**config.mk**
```make
export PLATFORM = sky130hd
export DESIGN_NAME = crc_lfsr
export DESIGN_NICKNAME = d
export VERILOG_FILES = /design/src/rtl/crc_pkg.sv /design/src/rtl/crc_lfsr.sv
export SDC_FILE = /design/constraint.sdc
export NUM_CORES = 1
export LEC_CHECK = 0
export ABC_CLOCK_PERIOD_IN_PS = 1100
export BUFFER_PORTS_ARGS = -buffer_cell sky130_fd_sc_hd__buf_2
export CAP_MARGIN = 20
export CORE_AREA = 4 4 41 43
export CTS_BUF_LIST = sky130_fd_sc_hd__clkbuf_4 sky130_fd_sc_hd__clkbuf_8
export CTS_CLUSTER_DIAMETER = 150
export CTS_CLUSTER_SIZE = 8
export DETAILED_ROUTE_END_ITERATION = 10
export DIE_AREA = 0 0 45 47
export GPL_ROUTABILITY_DRIVEN = 0
export HOLD_SLACK_MARGIN = 0.15
export PLACE_DENSITY_LB_ADDON = 0.08
export SLEW_MARGIN = 20
export SYNTH_ARGS = -nofsm -noshare
export SYNTH_HDL_FRONTEND = slang
export SYNTH_SLANG_ARGS = --single-unit
```
**constraint.sdc**
```tcl
create_clock -name clk -period 1.1 [get_ports clk]
set_clock_uncertainty 0.1 [all_clocks]
set_input_delay 0.11 -clock clk [delete_from_list [all_inputs] [get_ports clk]]
set_output_delay 0.11 -clock clk [all_outputs]
set_load 0.01 [all_outputs]
```
**src/rtl/crc_pkg.sv**
```systemverilog
// Shared CRC definitions for the serial CRC generator/checker pair.
// Latency: n/a (types, constants and a combinational helper only).
// Backpressure: n/a.
package crc_pkg;

    // One polynomial definition shared by generator and checker.
    localparam int              CRC_WIDTH = 8;
    localparam logic [7:0]      CRC_SEED  = 8'hD8;
    localparam logic [7:0]      CRC_TAPS  = 8'h44;

    typedef enum logic [1:0] {
        ST_IDLE   = 2'd0,
        ST_DATA   = 2'd1,
        ST_CHECK  = 2'd2,
        ST_REPORT = 2'd3
    } state_e;

    // One LFSR update for the default polynomial: feedback enters at the MSB
    // and is XORed into every tapped position on the way down.
    function automatic logic [CRC_WIDTH-1:0] lfsr_step(
        input logic [CRC_WIDTH-1:0] r,
        input logic                 b
    );
        logic                 fb;
        logic [CRC_WIDTH-1:0] n;
        fb = b ^ r[0];
        n  = '0;
        for (int k = 0; k < CRC_WIDTH - 1; k++) begin
            n[k] = r[k+1] ^ (CRC_TAPS[k] & fb);
        end
        n[CRC_WIDTH-1] = fb;
        return n;
    endfunction

endpackage

```
**src/rtl/crc_lfsr.sv**
```systemverilog
// CRC LFSR register with load-seed, step (absorb one bit) and shift-out controls.
// Latency: one cycle per operation; load+step seeds and absorbs a bit in the same edge.
// Backpressure: none, the caller decides every cycle what the register does.
module crc_lfsr
    import crc_pkg::*;
#(
    parameter int               WIDTH = CRC_WIDTH,
    parameter logic [WIDTH-1:0] SEED  = CRC_SEED,
    parameter logic [WIDTH-1:0] TAPS  = CRC_TAPS
) (
    input  logic             clk,
    input  logic             rst,
    input  logic             load,
    input  logic             step,
    input  logic             shift,
    input  logic             din,
    output logic [WIDTH-1:0] r
);

    logic [WIDTH-1:0] base;
    logic [WIDTH-1:0] nxt;
    logic             fb;

    // Next LFSR value; a load in the same cycle makes the step start from SEED.
    always_comb begin
        base = load ? SEED : r;
        fb   = din ^ base[0];
        nxt  = '0;
        for (int k = 0; k < WIDTH - 1; k++) begin
            nxt[k] = base[k+1] ^ (TAPS[k] & fb);
        end
        nxt[WIDTH-1] = fb;
    end

    // Register update: reset > step > shift-out > plain reload.
    always_ff @(posedge clk) begin
        if (rst) begin
            r <= SEED;
        end else if (step) begin
            r <= nxt;
        end else if (shift) begin
            r <= {1'b0, r[WIDTH-1:1]};
        end else if (load) begin
            r <= SEED;
        end
    end

endmodule

```
## Word-level counts from Yosys, hierarchy flattened

Index checks and enable logic that the tools add are counted.

- Output and inout bits: 8
- Flip-flop bits (word level): 8
- Word-level logic and storage cells: 7
- Input bits: 6

- Bitwise logic cells: 3
- Mux-type cells: 3

Operator list:

| kind | count |
|---|---|
| 8-bit 2-to-1 mux | 3 |
| 1-bit bitwise XOR | 3 |

## Depth between registers and ports, before layout

- Depth in word-level cells: 4
- Gate-level depth with buffers: 5

## Worst setup path after synthesis

Ideal clock, no wire load.

- Kind: register to register
- Start: register r[0]
- End: register r[6]
- Clock period less this slack: 1.280 ns
- Library setup time: 0.116 ns
- Buffers on the path: 0
- Required time: 0.884 ns
- Stages on the path, launching flop included: 4
- Slack: -0.180 ns
- Arrival time: 1.064 ns
- Path through: dfxtp_1 > xor2_1 > or3_1 > a31o_2

- Word-level cells in the longest chain between the ends: 4

Ends and longest elaborated chain:

| what | RTL line | text |
|---|---|---|
| from (decl) | crc_lfsr.sv:17 | `output logic [WIDTH-1:0] r` |
| from (signal assigned) | crc_lfsr.sv:40 | `r <= nxt;` |
| from (signal assigned) | crc_lfsr.sv:42 | `r <= {1'b0, r[WIDTH-1:1]};` |
| 8-bit 2-to-1 mux | -- |  |
| 1-bit bitwise XOR | crc_lfsr.sv:27 | `fb = din ^ base[0];` |
| 1-bit bitwise XOR | crc_lfsr.sv:30 | `nxt[k] = base[k+1] ^ (TAPS[k] & fb);` |
| 8-bit 2-to-1 mux | crc_lfsr.sv:39 | `end else if (step) begin` |

No other way between the ends.
A chain may end at the register's enable or synchronous reset.

## Final worst setup path

Ends and elaborated chain as after synthesis.

==> out/metrics.cfg <==
[status]
outcome = finished, violations left
violated_checks = setup timing

[routing]
vias = 524
drt_pass1_iterations = 4
drc = 0
antenna_violating_nets_post_route = 0
post_drt_wl_per_cell_um = 12.83
initial_drc_count = 15
detail_route.vias_per_cell = 5.087
detail_route.wirelength_um = 1322

[clock_tree]
clock_tree_from_tritoncts = built
htree_num_levels = 1
ctsRootBufferMaster = sky130_fd_sc_hd__clkbuf_4
tritoncts.num_buffers = 3
clock-sinks = 8
clockBufferDepth = 2
clk_slew_on_worst_s_h_paths_ps = 70
worstSkewPairLatency_ps = 270

[worst_setup_path]
worstPathCellList = xor2_1 -> or3_1 -> a31o_2
critical_path.max_fanout = 5
category_of_the_critical_setup_timing_path = flip-flop to flip-flop
timing.critical_path.from_type = flip-flop
end_kind = flip-flop
timing.reg2reg.worst_path_depth = 3
critical-path-max-stage-delay_ps = 360
crit_slowest_cell = sky130_fd_sc_hd__dfxtp_4
worstPathRequired_ps = 1170
cp.arrival_ps = 1270

[layout]
largest_register = r
share_of_final_layout_standard_cells_stronger_than_drive_strength_1_pct = 47.73
area_growth_pct = 54.33
num-fill-cells = 133
area.sequential_sq_um = 170.2
antennaDiodeCount = 0
reg.largest.list = r (8)
layout.cells.non_filler = 103
num-nets-final = 95
largest_register_ff_count = 8
area_of_the_multi_input_gates_sq_um = 307.8

[power]
power.static_leakage_nw = 0.3045
intPower_mw = 0.5640
vdd_drop_max_uv = 682.9
clock_power_share_pct = 36.8
p_sw_share_pct = 28.65
share_seq_of_total_power_pct = 40.8
p_sw_mw = 0.2265
comb_power_share_pct = 22.4
finalPower_mw = 0.7904
power_density_cells_nw_per_um2 = 1074

[synthesis]
synth.top_cell.area_share_pct = 33.60
avgSynthCellArea_sq_um = 7.945
synth_sequential_area_ratio_pct = 33.60
yosys.cell_types.count = 27
synth_ff_type = sky130_fd_sc_hd__dfxtp_1
synth.top_cells.by_count = sky130_fd_sc_hd__dfxtp_1, sky130_fd_sc_hd__nand2_1, sky130_fd_sc_hd__a21oi_1, sky130_fd_sc_hd__o21ai_0
synth-edff-count = 0
synthMostInstantiatedCell = sky130_fd_sc_hd__dfxtp_1
synth.cell_area_sq_um = 476.7
syn-num-nets = 66
ys_async_sr_fraction_pct = 0
synth_area_leader_cell = sky130_fd_sc_hd__dfxtp_1
netlist_instances = 60
yosys_register_bits = 8
synthesis.yosys.warnings = 0
synth_top_cells_by_area = sky130_fd_sc_hd__dfxtp_1, sky130_fd_sc_hd__nand2_1, sky130_fd_sc_hd__a21oi_1

[sta]
finalSetupViolations = 2
max-slew-margin-rel_pct = 80.96
timing.final.ws_setup_ps = -98.67
period_needed_ps = 1199
rsz0062_at_grt = yes
worst-slew-pin-transition_ps = 283.0
hold_slack_ps = 104.4
finalMaxSlewViolations = 0
timing.final.crit_share_pct = 109.0
clock.fmax_mhz = 834.3
hold_violations = 0

[global_routing]
grt_antenna_before_repair = 0
grt_overflow = 0
grt_max_degree = 15
first_global_vias = 468
wire_length_of_the_first_global_routing_pass_um = 2180
grtUsageTotal_pct = 14.75

[placed_design]
dpl.cell_count = 95
numPortBuffers = 13
place_hpwl_um = 908.1
setup_slack_at_placement_ps = -105.0

[die]
die_width_um = 45
row_cnt = 13
num_io_pins = 14
die_area_sq_um = 2115
core-area_sq_um = 1301
die_y_extent_um = 47
initial_core_util_pct = 36.63

[run]
maxCapViolCount = 0

[hold_path]
worstHoldPathType = input pin to flip-flop
worstHoldPathCells = 3

==> layout make-up <==
cell class	instances	share of cell area [%]
multi-input combinational	46	41.84
timing repair buffer	28	27.38
sequential	8	23.13
clock buffer	4	4.082
tap	15	2.551
inverter	2	1.020
==> metal layers <==
metal	GRT usage [%]	vias to the layer above	routed length (um)	share of wire, %
li1	-	267	-	-
met1	18.62	241	614	46
met4	7.018	0	0	0
met5	0	-	0	0
met2	22.03	16	627	47
met3	5.747	0	80	6.1
==> placed cells by master, fill, tap and decap left out, types with 2 or more instances in the layout <==
cell type and n:
sky130_fd_sc_hd__buf_2 11, sky130_fd_sc_hd__buf_4 11, sky130_fd_sc_hd__nand2_1 7, sky130_fd_sc_hd__a21oi_2 4
sky130_fd_sc_hd__clkbuf_4 4, sky130_fd_sc_hd__dfxtp_1 4, sky130_fd_sc_hd__nor2b_1 3, sky130_fd_sc_hd__o21ai_0 3
sky130_fd_sc_hd__nand2b_1 3, sky130_fd_sc_hd__dlygate4sd3_1 3, sky130_fd_sc_hd__buf_6 3, sky130_fd_sc_hd__or3b_1 2
sky130_fd_sc_hd__a21o_1 2, sky130_fd_sc_hd__xor2_1 2, sky130_fd_sc_hd__nor3_1 2, sky130_fd_sc_hd__inv_1 2
sky130_fd_sc_hd__o21ai_1 2, sky130_fd_sc_hd__nor2_1 2, sky130_fd_sc_hd__dfxtp_4 2, sky130_fd_sc_hd__dfxtp_2 2
==> power by group through the flow <==
stage | Sequential (mW) | Combinational (mW) | Clock (mW)
floorplan | 0.336 | 0.0741 | 0
global placement | 0.329 | 0.150 | 0
detailed placement | 0.329 | 0.149 | 0
CTS | 0.322 | 0.160 | 0.307
global route | 0.326 | 0.194 | 0.326
finish | 0.323 | 0.177 | 0.291
==> path summary, 6_finish.rpt <==
path / from / endpoint / slack (ps)
min reg2reg: r[2]$_SDFF_PP0_ / r[1]$_SDFF_PP0_ / 420
min: din / r[6]$_SDFF_PP1_ / 100
max reg2reg: r[0]$_SDFF_PP0_ / r[6]$_SDFF_PP1_ / -100
max: r[0]$_SDFF_PP0_ / r[6]$_SDFF_PP1_ / -100
==> critical path, delay by kind of cell, from the launching register on <==
kind | cells | cell delay [ps]
flops | 1 | 360
simple gates | 1 | 300
compound gates | 1 | 200
xor+xnor | 1 | 140
==> logic make-up (layout without fill, tap and decap cells) <==
family                 after synthesis  after routing  share of synthesized area (%)
AO/OA/AOI/OAI                       18             18                          25.72
XOR/XNOR                             2              2                          3.675
buffers and inverters                6             34                          7.086
flip-flops                           8              8                          33.60
AND/OR/NAND/NOR                     26             26                          29.92
==> through the flow <==
stage / area (sq um) / setup TNS [ps] / util (%)
after floorplan: 485.5 / -137.6 / -
after global placement: 625.6 / -185.6 / 48.08
after detailed placement: 625.6 / -230.1 / 48.08
final: 735.7 / -145.9 / 56.54
after global routing: 735.7 / -371.8 / 56.54
after CTS: 684.4 / -255.3 / 52.60
==> repair_timing <==
item,CTS,global route
setup endpoints to repair,6,9
hold buffers,1,2
buffers inserted,1,0
pin swaps,1,6
resized for setup,4,7
hold endpoints to repair,8,5
No activity file was read; power rests on OpenSTA's default activity.
